==> config.mk <==
export PLATFORM = sky130hd
export DESIGN_NAME = vga_timing_gen_flat
export DESIGN_NICKNAME = d
export VERILOG_FILES = /design/src/rtl/vga_timing_gen_if.sv /design/src/rtl/vga_timing_gen.sv /design/src/flat_wrapper.sv
export SDC_FILE = /design/constraint.sdc
export NUM_CORES = 1
export LEC_CHECK = 0
export BUFFER_PORTS_ARGS = -buffer_cell sky130_fd_sc_hd__buf_2
export CELL_PAD_IN_SITES_DETAIL_PLACEMENT = 0
export CELL_PAD_IN_SITES_GLOBAL_PLACEMENT = 1
export CORE_MARGIN = 1.5
export CORE_UTILIZATION = 36
export DETAILED_ROUTE_END_ITERATION = 7
export PLACE_DENSITY = 0.87
export REMOVE_ABC_BUFFERS = 1
export SETUP_SLACK_MARGIN = 0.4
export SYNTH_ARGS = -nofsm -noshare
export SYNTH_HDL_FRONTEND = slang
export SYNTH_SLANG_ARGS = --single-unit
==> constraint.sdc <==
create_clock -name clk -period 2.75 [get_ports clk]
set_input_delay 0.55 -clock clk [delete_from_list [all_inputs] [get_ports clk]]
set_output_delay 0.55 -clock clk [all_outputs]
set_load 0.02 [all_outputs]
==> src/rtl/vga_timing_gen_if.sv <==
// Pixel-timing bundle from the VGA timing generator to downstream draw stages.
// master = generator side (drives every field), slave = consumer side.
interface vga_timing_gen_if #(
  parameter int CNT_W  = 11,
  parameter int FCNT_W = 8
);
  logic [CNT_W-1:0]  hcount;
  logic [CNT_W-1:0]  vcount;
  logic              hsync;
  logic              hblnk;
  logic              vsync;
  logic              vblnk;
  logic              line_start;
  logic              frame_start;
  logic [FCNT_W-1:0] frame_cnt;

  // No handshake: a new pixel description is presented every cycle and the
  // consumer samples all fields together; there is no valid/ready backpressure.
  modport master (
    output hcount, vcount, hsync, hblnk, vsync, vblnk,
           line_start, frame_start, frame_cnt
  );

  modport slave (
    input  hcount, vcount, hsync, hblnk, vsync, vblnk,
           line_start, frame_start, frame_cnt
  );
endinterface

==> src/rtl/vga_timing_gen.sv <==
// Parametrised VGA timing generator: pixel/line counters with registered sync,
// blank, line/frame start pulses and a completed-frame counter.
module vga_timing_gen #(
  parameter int CNT_W      = 11,
  parameter int H_ACTIVE   = 800,
  parameter int H_FP       = 40,
  parameter int H_SYNC     = 128,
  parameter int H_BP       = 88,
  parameter int V_ACTIVE   = 600,
  parameter int V_FP       = 1,
  parameter int V_SYNC     = 4,
  parameter int V_BP       = 23,
  parameter int H_SYNC_POL = 1,
  parameter int V_SYNC_POL = 1,
  parameter int FCNT_W     = 8
) (
  input  logic             clk,
  input  logic             rst,
  input  logic             pix_en,
  vga_timing_gen_if.master tim
);

  localparam int H_TOTAL = H_ACTIVE + H_FP + H_SYNC + H_BP;
  localparam int V_TOTAL = V_ACTIVE + V_FP + V_SYNC + V_BP;

  localparam longint CNT_RANGE = longint'(1) << CNT_W;

  if (CNT_W < 1 || CNT_W > 31 || FCNT_W < 1) begin : g_bad_width
    $fatal(1, "vga_timing_gen: CNT_W must be 1..31 and FCNT_W >= 1");
  end
  if (H_ACTIVE < 1 || H_FP < 1 || H_SYNC < 1 || H_BP < 1) begin : g_bad_h
    $fatal(1, "vga_timing_gen: horizontal timing parameters must be >= 1");
  end
  if (V_ACTIVE < 1 || V_FP < 1 || V_SYNC < 1 || V_BP < 1) begin : g_bad_v
    $fatal(1, "vga_timing_gen: vertical timing parameters must be >= 1");
  end
  if (longint'(H_TOTAL) > CNT_RANGE || longint'(V_TOTAL) > CNT_RANGE) begin : g_bad_total
    $fatal(1, "vga_timing_gen: H_TOTAL/V_TOTAL exceed counter range");
  end
  if (H_SYNC_POL < 0 || H_SYNC_POL > 1 || V_SYNC_POL < 0 || V_SYNC_POL > 1) begin : g_bad_pol
    $fatal(1, "vga_timing_gen: sync polarity must be 0 or 1");
  end

  // All decode thresholds are strictly below the totals, so they fit CNT_W.
  localparam logic [CNT_W-1:0] H_LAST     = CNT_W'(H_TOTAL - 1);
  localparam logic [CNT_W-1:0] V_LAST     = CNT_W'(V_TOTAL - 1);
  localparam logic [CNT_W-1:0] H_BLNK_BEG = CNT_W'(H_ACTIVE);
  localparam logic [CNT_W-1:0] H_SYNC_BEG = CNT_W'(H_ACTIVE + H_FP);
  localparam logic [CNT_W-1:0] H_SYNC_END = CNT_W'(H_ACTIVE + H_FP + H_SYNC);
  localparam logic [CNT_W-1:0] V_BLNK_BEG = CNT_W'(V_ACTIVE);
  localparam logic [CNT_W-1:0] V_SYNC_BEG = CNT_W'(V_ACTIVE + V_FP);
  localparam logic [CNT_W-1:0] V_SYNC_END = CNT_W'(V_ACTIVE + V_FP + V_SYNC);

  localparam logic HS_ACT = (H_SYNC_POL != 0);
  localparam logic VS_ACT = (V_SYNC_POL != 0);

  logic [CNT_W-1:0]  hcount_q, hcount_d;
  logic [CNT_W-1:0]  vcount_q, vcount_d;
  logic [FCNT_W-1:0] frame_cnt_q, frame_cnt_d;
  logic              hsync_q, hsync_d;
  logic              hblnk_q, hblnk_d;
  logic              vsync_q, vsync_d;
  logic              vblnk_q, vblnk_d;
  logic              line_start_q, line_start_d;
  logic              frame_start_q, frame_start_d;
  logic              h_wrap;
  logic              v_wrap;

  always_comb begin
    h_wrap      = pix_en && (hcount_q == H_LAST);
    v_wrap      = h_wrap && (vcount_q == V_LAST);
    hcount_d    = hcount_q;
    vcount_d    = vcount_q;
    frame_cnt_d = frame_cnt_q;

    if (pix_en) begin
      hcount_d = h_wrap ? '0 : hcount_q + CNT_W'(1);
    end
    if (h_wrap) begin
      vcount_d = v_wrap ? '0 : vcount_q + CNT_W'(1);
    end
    if (v_wrap) begin
      frame_cnt_d = frame_cnt_q + FCNT_W'(1);
    end

    // Decode from the next counter values so every registered level lines up
    // with the hcount/vcount presented in the same cycle.
    hblnk_d = (hcount_d >= H_BLNK_BEG);
    vblnk_d = (vcount_d >= V_BLNK_BEG);
    hsync_d = ((hcount_d >= H_SYNC_BEG) && (hcount_d < H_SYNC_END)) ? HS_ACT : !HS_ACT;
    vsync_d = ((vcount_d >= V_SYNC_BEG) && (vcount_d < V_SYNC_END)) ? VS_ACT : !VS_ACT;

    line_start_d  = h_wrap;
    frame_start_d = v_wrap;
  end

  always_ff @(posedge clk) begin
    if (rst) begin
      hcount_q      <= '0;
      vcount_q      <= '0;
      frame_cnt_q   <= '0;
      hblnk_q       <= 1'b0;
      vblnk_q       <= 1'b0;
      hsync_q       <= !HS_ACT;
      vsync_q       <= !VS_ACT;
      line_start_q  <= 1'b0;
      frame_start_q <= 1'b0;
    end else begin
      hcount_q      <= hcount_d;
      vcount_q      <= vcount_d;
      frame_cnt_q   <= frame_cnt_d;
      hblnk_q       <= hblnk_d;
      vblnk_q       <= vblnk_d;
      hsync_q       <= hsync_d;
      vsync_q       <= vsync_d;
      line_start_q  <= line_start_d;
      frame_start_q <= frame_start_d;
    end
  end

  assign tim.hcount      = hcount_q;
  assign tim.vcount      = vcount_q;
  assign tim.frame_cnt   = frame_cnt_q;
  assign tim.hsync       = hsync_q;
  assign tim.hblnk       = hblnk_q;
  assign tim.vsync       = vsync_q;
  assign tim.vblnk       = vblnk_q;
  assign tim.line_start  = line_start_q;
  assign tim.frame_start = frame_start_q;

endmodule

==> src/flat_wrapper.sv <==
// flat-port wrapper written by rule: the top's interface ports become plain ports
module vga_timing_gen_flat 
#(
  parameter int CNT_W      = 11,
  parameter int H_ACTIVE   = 800,
  parameter int H_FP       = 40,
  parameter int H_SYNC     = 128,
  parameter int H_BP       = 88,
  parameter int V_ACTIVE   = 600,
  parameter int V_FP       = 1,
  parameter int V_SYNC     = 4,
  parameter int V_BP       = 23,
  parameter int H_SYNC_POL = 1,
  parameter int V_SYNC_POL = 1,
  parameter int FCNT_W     = 8
)
  (clk, rst, pix_en, tim_hcount, tim_vcount, tim_hsync, tim_hblnk, tim_vsync, tim_vblnk, tim_line_start, tim_frame_start, tim_frame_cnt);
  vga_timing_gen_if #(.CNT_W(CNT_W), .FCNT_W(FCNT_W)) tim_i ();
  input  logic clk;
  input  logic rst;
  input  logic pix_en;
  output wire logic [$bits(tim_i.hcount)-1:0] tim_hcount;
  output wire logic [$bits(tim_i.vcount)-1:0] tim_vcount;
  output wire logic [$bits(tim_i.hsync)-1:0] tim_hsync;
  output wire logic [$bits(tim_i.hblnk)-1:0] tim_hblnk;
  output wire logic [$bits(tim_i.vsync)-1:0] tim_vsync;
  output wire logic [$bits(tim_i.vblnk)-1:0] tim_vblnk;
  output wire logic [$bits(tim_i.line_start)-1:0] tim_line_start;
  output wire logic [$bits(tim_i.frame_start)-1:0] tim_frame_start;
  output wire logic [$bits(tim_i.frame_cnt)-1:0] tim_frame_cnt;
  assign tim_hcount = tim_i.hcount;
  assign tim_vcount = tim_i.vcount;
  assign tim_hsync = tim_i.hsync;
  assign tim_hblnk = tim_i.hblnk;
  assign tim_vsync = tim_i.vsync;
  assign tim_vblnk = tim_i.vblnk;
  assign tim_line_start = tim_i.line_start;
  assign tim_frame_start = tim_i.frame_start;
  assign tim_frame_cnt = tim_i.frame_cnt;
  vga_timing_gen #(.CNT_W(CNT_W), .H_ACTIVE(H_ACTIVE), .H_FP(H_FP), .H_SYNC(H_SYNC), .H_BP(H_BP), .V_ACTIVE(V_ACTIVE), .V_FP(V_FP), .V_SYNC(V_SYNC), .V_BP(V_BP), .H_SYNC_POL(H_SYNC_POL), .V_SYNC_POL(V_SYNC_POL), .FCNT_W(FCNT_W)) u_core (.clk(clk), .rst(rst), .pix_en(pix_en), .tim(tim_i));
endmodule
# Yosys cells after proc, flatten, opt, wreduce, memory -nomap -nowiden

Index checks and enable logic that the tools add are counted.

Eq/ne operators: 2
Magnitude comparators: 6
Add/sub/neg operators: 3
Muxes and demuxes: 6
Reductions and logical operators: 4

Operator list:

| kind                                                                 | count |
|---|---|
| greater-or-equal comparator 11 x 10 -> 1 bit (second input constant) | 4 |
| 2-to-1 mux 11 bit                                                    | 4 |
| adder 11 x 1 -> 11 bit (second input constant)                       | 2 |
| < comparator 11 x 10 -> 1 bit (second input constant)                | 2 |
| equality test 11 x 10 -> 1 bit (second input constant)               | 1 |
| equality test 11 bit (second input constant)                         | 1 |
| adder 8 x 1 -> 8 bit (second input constant)                         | 1 |
| logical AND 1 bit                                                    | 4 |
| 2-to-1 mux 1 bit                                                     | 2 |

Output and inout bits: 36
Logic and storage cells: 30
Register bits after elaboration: 36

# Logic depth before layout (Yosys ltp)

Depth in word-level cells: 8
Gate-level depth with buffers: 9
Mapped depth without buffers: 7

# Least setup slack after synthesis

OpenSTA, ideal clock, no wires.

Path kind: register to register
From: register u_core.hcount_q[7] (netlist: u_core.tim.hcount[7])
To: register u_core.vblnk_q (netlist: u_core.tim.vblnk)
Cell stages (with the launch flop): 9
Library setup time: 0.114 ns
Data required time: 2.636 ns
Period minus slack after synthesis: 2.716 ns
Setup slack: 0.034 ns
Arrival: 2.602 ns
Path buffers: 2
Cell sequence: dfxtp_1 -> buf_6 -> or4b_4 -> or4_4 -> buf_6 -> nor4_4 -> a31oi_1 -> a2111o_1 -> a21o_1

Longest elaborated chain between the ends: 6

Ends and longest elaborated chain:

| item                                           | RTL line              | source |
|---|---|---|
| start, declared                                | vga_timing_gen.sv:57  | `logic [CNT_W-1:0] hcount_q, hcount_d;` |
| start signal, assigned                         | vga_timing_gen.sv:109 | `hcount_q <= hcount_d;` |
| equality test 11 bit *                         | vga_timing_gen.sv:70  | `h_wrap = pix_en && (hcount_q == H_LAST);` |
| logical AND 1 bit *                            | vga_timing_gen.sv:70  |  |
| logical AND 1 bit                              | vga_timing_gen.sv:71  | `v_wrap = h_wrap && (vcount_q == V_LAST);` |
| 2-to-1 mux 11 bit                              | vga_timing_gen.sv:80  | `vcount_d = v_wrap ? '0 : vcount_q + CNT_W'(1);` |
| 2-to-1 mux 11 bit *                            | vga_timing_gen.sv:79  | `if (h_wrap) begin` |
| greater-or-equal comparator 11 x 10 -> 1 bit * | vga_timing_gen.sv:89  | `vblnk_d = (vcount_d >= V_BLNK_BEG);` |
| end signal, assigned                           | vga_timing_gen.sv:113 | `vblnk_q <= vblnk_d;` |
| end, declared                                  | vga_timing_gen.sv:63  | `logic vblnk_q, vblnk_d;` |

Every way passes the cells marked *; elsewhere a longest branch is shown, timed or not.
A chain may end at the register's enable or synchronous reset.

# Worst setup path after layout

Ends and elaborated chain as after synthesis.

==> results.sh <==
export IMPL_synthesis_instances=229
export IMPL_syn_area_um2=1930
export IMPL_cpPeakStageDelay_ns=0.57
export IMPL_critPathRequiredTime_ns=2.94
export IMPL_cp_end_kind="flop"
export IMPL_cp_startpoint="u_core.tim.hcount[7]$_SDFF_PP0_"
export IMPL_grt_pass1_vias=1660
export IMPL_hold_ws_ns=0.491
export IMPL_period_share=0.884
export IMPL_rrSetupSlack_ns=0.32
export IMPL_tightest_slew_ns=0.466
export IMPL_final_common_cell="buf_2"
export IMPL_critical_path_class="flop to flop"
export IMPL_clkTransAtPathRegs_ns=0.07
export IMPL_r2r_cells=6
export IMPL_min_from="u_core.tim.frame_cnt[7]$_SDFFE_PP0P_"
export IMPL_finalHoldViolCount=0
export IMPL_io_pins=39
export IMPL_dp_hpwl_um=3170
export IMPL_drtIter0Drc=73
export IMPL_grt_pass1_wl_um=7650
export IMPL_p_per_area_nw_per_um2=383
export IMPL_grt_usage=0.160
export IMPL_maxCapViolCount=0
export IMPL_synth_edf_count=0
export IMPL_setup_tns_ns=0
export IMPL_cts_tree="built"
export IMPL_reg2reg_from="u_core.tim.hcount[7]$_SDFF_PP0_"
export IMPL_area_delta_synth_final_pct=23.9
export IMPL_p_leak_nw=1.01
export IMPL_final_nets=288
export IMPL_skew_ns=0.00840
export IMPL_ys_ff_latch=36
export IMPL_slew_violations=0
export IMPL_numPortBuffers=38
export IMPL_wirelength_um=4560
export IMPL_rsz0062_at_grt="true"
export IMPL_insertion_delay_ns=0.29
export IMPL_routabilityCongestion=0.762
export IMPL_power_mw=0.915
export IMPL_cp_slowest_cell="or4b_4"
export IMPL_cp_max_fo=5
export IMPL_layout_drive_gt1_share=0.298
export IMPL_antenna_found_initial=0
export IMPL_multiInputGateArea_um2=1130
export IMPL_grt_max_degree=26
export IMPL_slew_headroom=0.690
export IMPL_worstPathArrival_ns=2.62
export IMPL_layout_common_cells="38 x buf_2, 36 x nor2_1, 32 x dfxtp_1"
export IMPL_fillers=538
export IMPL_fmax_mhz=411
export IMPL_fin_util=0.465
export IMPL_die_y_um=76.2
export IMPL_r2r_end="u_core.tim.vblnk$_SDFF_PP0_"
export IMPL_core_area_um2=5140
export IMPL_status="complete, no violations"
export IMPL_ys_flop_type="dfxtp_1"
export IMPL_yosysTopAreaCell="dfxtp_1"
export IMPL_clockBufferDepth=2
export IMPL_synth_area_top_cells="dfxtp_1 37%, nor2_1 7.0%, xor2_1 5.9%"
export IMPL_setup_viol=0
export IMPL_min_path_type="flop to flop"
export IMPL_async_flop_share=0
export IMPL_gr_total_overflow=0
export IMPL_insertedDiodeCount=0
export IMPL_start_kind="flop"
export IMPL_die_w_um=76.2
export IMPL_synth_distinct_cells=46
export IMPL_cts_sinks=36
export IMPL_fp_dieArea_um2=5810
export IMPL_htreeDepth=2
export IMPL_register_area_um2=726
export IMPL_holdBufCountCts=0
export IMPL_cp_endpoint="u_core.tim.vblnk$_SDFF_PP0_"
export IMPL_yosysSeqAreaShare=0.373
export IMPL_drc_errors=0
export IMPL_yosys_warnings=0
export IMPL_num_vias=1795
export IMPL_period_needed_ns=2.43
export IMPL_crit_chain="or4b_4, or4_4, nor4_4, a31oi_1, a2111o_1, a21o_1"
export IMPL_synth_top_area_share=0.373
export IMPL_rows=26
export IMPL_detail_route_antenna_nets=0
export IMPL_peakVddDrop_uv=228
export IMPL_start_util=0.376
export IMPL_wl_per_cell_um=12.9
export IMPL_root_buffer="clkbuf_8"
export IMPL_vias_per_cell=5.10
export IMPL_syn_area_per_cell_um2=8.43
export IMPL_cts_made_buffers=5
export IMPL_dr_pass1_iters=4
cell type report:
type | count | share of cell area
well taps | 70 | 0.0366
clock inverters | 1 | 0.00209
flip-flops and latches | 36 | 0.303
clock buffers | 6 | 0.0303
repair buffers | 59 | 0.145
inverters | 5 | 0.00785
multi-input cells | 175 | 0.474
power breakdown:
| part | switching [mW] | leakage [nW] | internal (mW) | total (mW) |
|---|---|---|---|---|
| Combinational | 0.0172 | 0.674 | 0.00684 | 0.0241 |
| Sequential | 0.00378 | 0.292 | 0.524 | 0.528 |
| Clock | 0.191 | 0.0410 | 0.172 | 0.364 |
metrics by stage:
step	setup WS, ns	instances	instance area, um2
2_1_floorplan	0.0781	216	1830
5_1_grt	0.229	352	2390
3_3_place_gp	0.178	338	2210
6_report	0.319	352	2390
3_5_place_dp	0.136	338	2210
4_1_cts	0.333	347	2330
routing by layer:
layer  share of wire  GRT usage  vias to the layer above
met5               0          0                        -
met4           0.014     0.0556                        0
met3           0.055     0.0455                        7
met2            0.46      0.256                       42
met1            0.47      0.206                      839
li1                -          -                      907
sequential cells by signal (all words and copies together), names as in the netlist:
name and cells:
u_core.tim.hsync 1, u_core.tim.hcount 11, u_core.tim.frame_start 1, u_core.tim.frame_cnt 8, u_core.tim.line_start 1, u_core.tim.vcount 11, u_core.tim.vblnk 1, u_core.tim.hblnk 1
u_core.tim.vsync 1
worst max-delay path, delay by kind of cell, from the launching register on:
family / cells / cell delay, ns
simple gates: 3 / 1.34
compound gates: 3 / 0.68
flops: 1 / 0.31
synth_stat cells (3+ instances only):
cell type,n
dfxtp_1,36
nor2_1,36
nand2_1,23
xor2_1,13
a21oi_1,9
xnor2_1,9
nand4_1,8
nor3_1,8
o21ai_0,7
buf_6,6
nand3_1,6
clkbuf_1,5
inv_1,5
and3_1,4
or3_1,4
a211oi_1,3
a21o_1,3
ha_1,3
mux2i_1,3
o211ai_1,3
cell families after synthesis:
kind of cell               synth area share
AOI/OAI and AO/OA                     0.114
xor gates and xnor gates             0.0998
adders and majority gates            0.0194
buffers and inverters                0.0609
DFF                                   0.373
muxes                                0.0156
and+or+nand+nor                       0.317
worst min path at each step:
| stage | slack, ns | cells past startpoint | to |
|---|---|---|---|
| 6_report | 0.49 | 2 | u_core.tim.frame_cnt[7]$_SDFFE_PP0P_ |
| 3_3_place_gp | 0.47 | 2 | u_core.tim.frame_cnt[7]$_SDFFE_PP0P_ |
| 4_1_cts | 0.50 | 2 | u_core.tim.frame_cnt[7]$_SDFFE_PP0P_ |
| 5_1_grt | 0.52 | 2 | u_core.tim.frame_cnt[7]$_SDFFE_PP0P_ |
| 2_1_floorplan | 0.55 | 2 | u_core.tim.frame_cnt[7]$_SDFFE_PP0P_ |
| 3_5_place_dp | 0.48 | 2 | u_core.tim.frame_cnt[7]$_SDFFE_PP0P_ |
repair_timing:
item / 4_1_cts / 5_1_grt
setup buffers: 2 / 5
gates resized for setup: 4 / 8
setup endpoints to repair: 4 / 5
pin swaps: 2 / 2
Note: power is estimated with default switching activity, not from simulation.
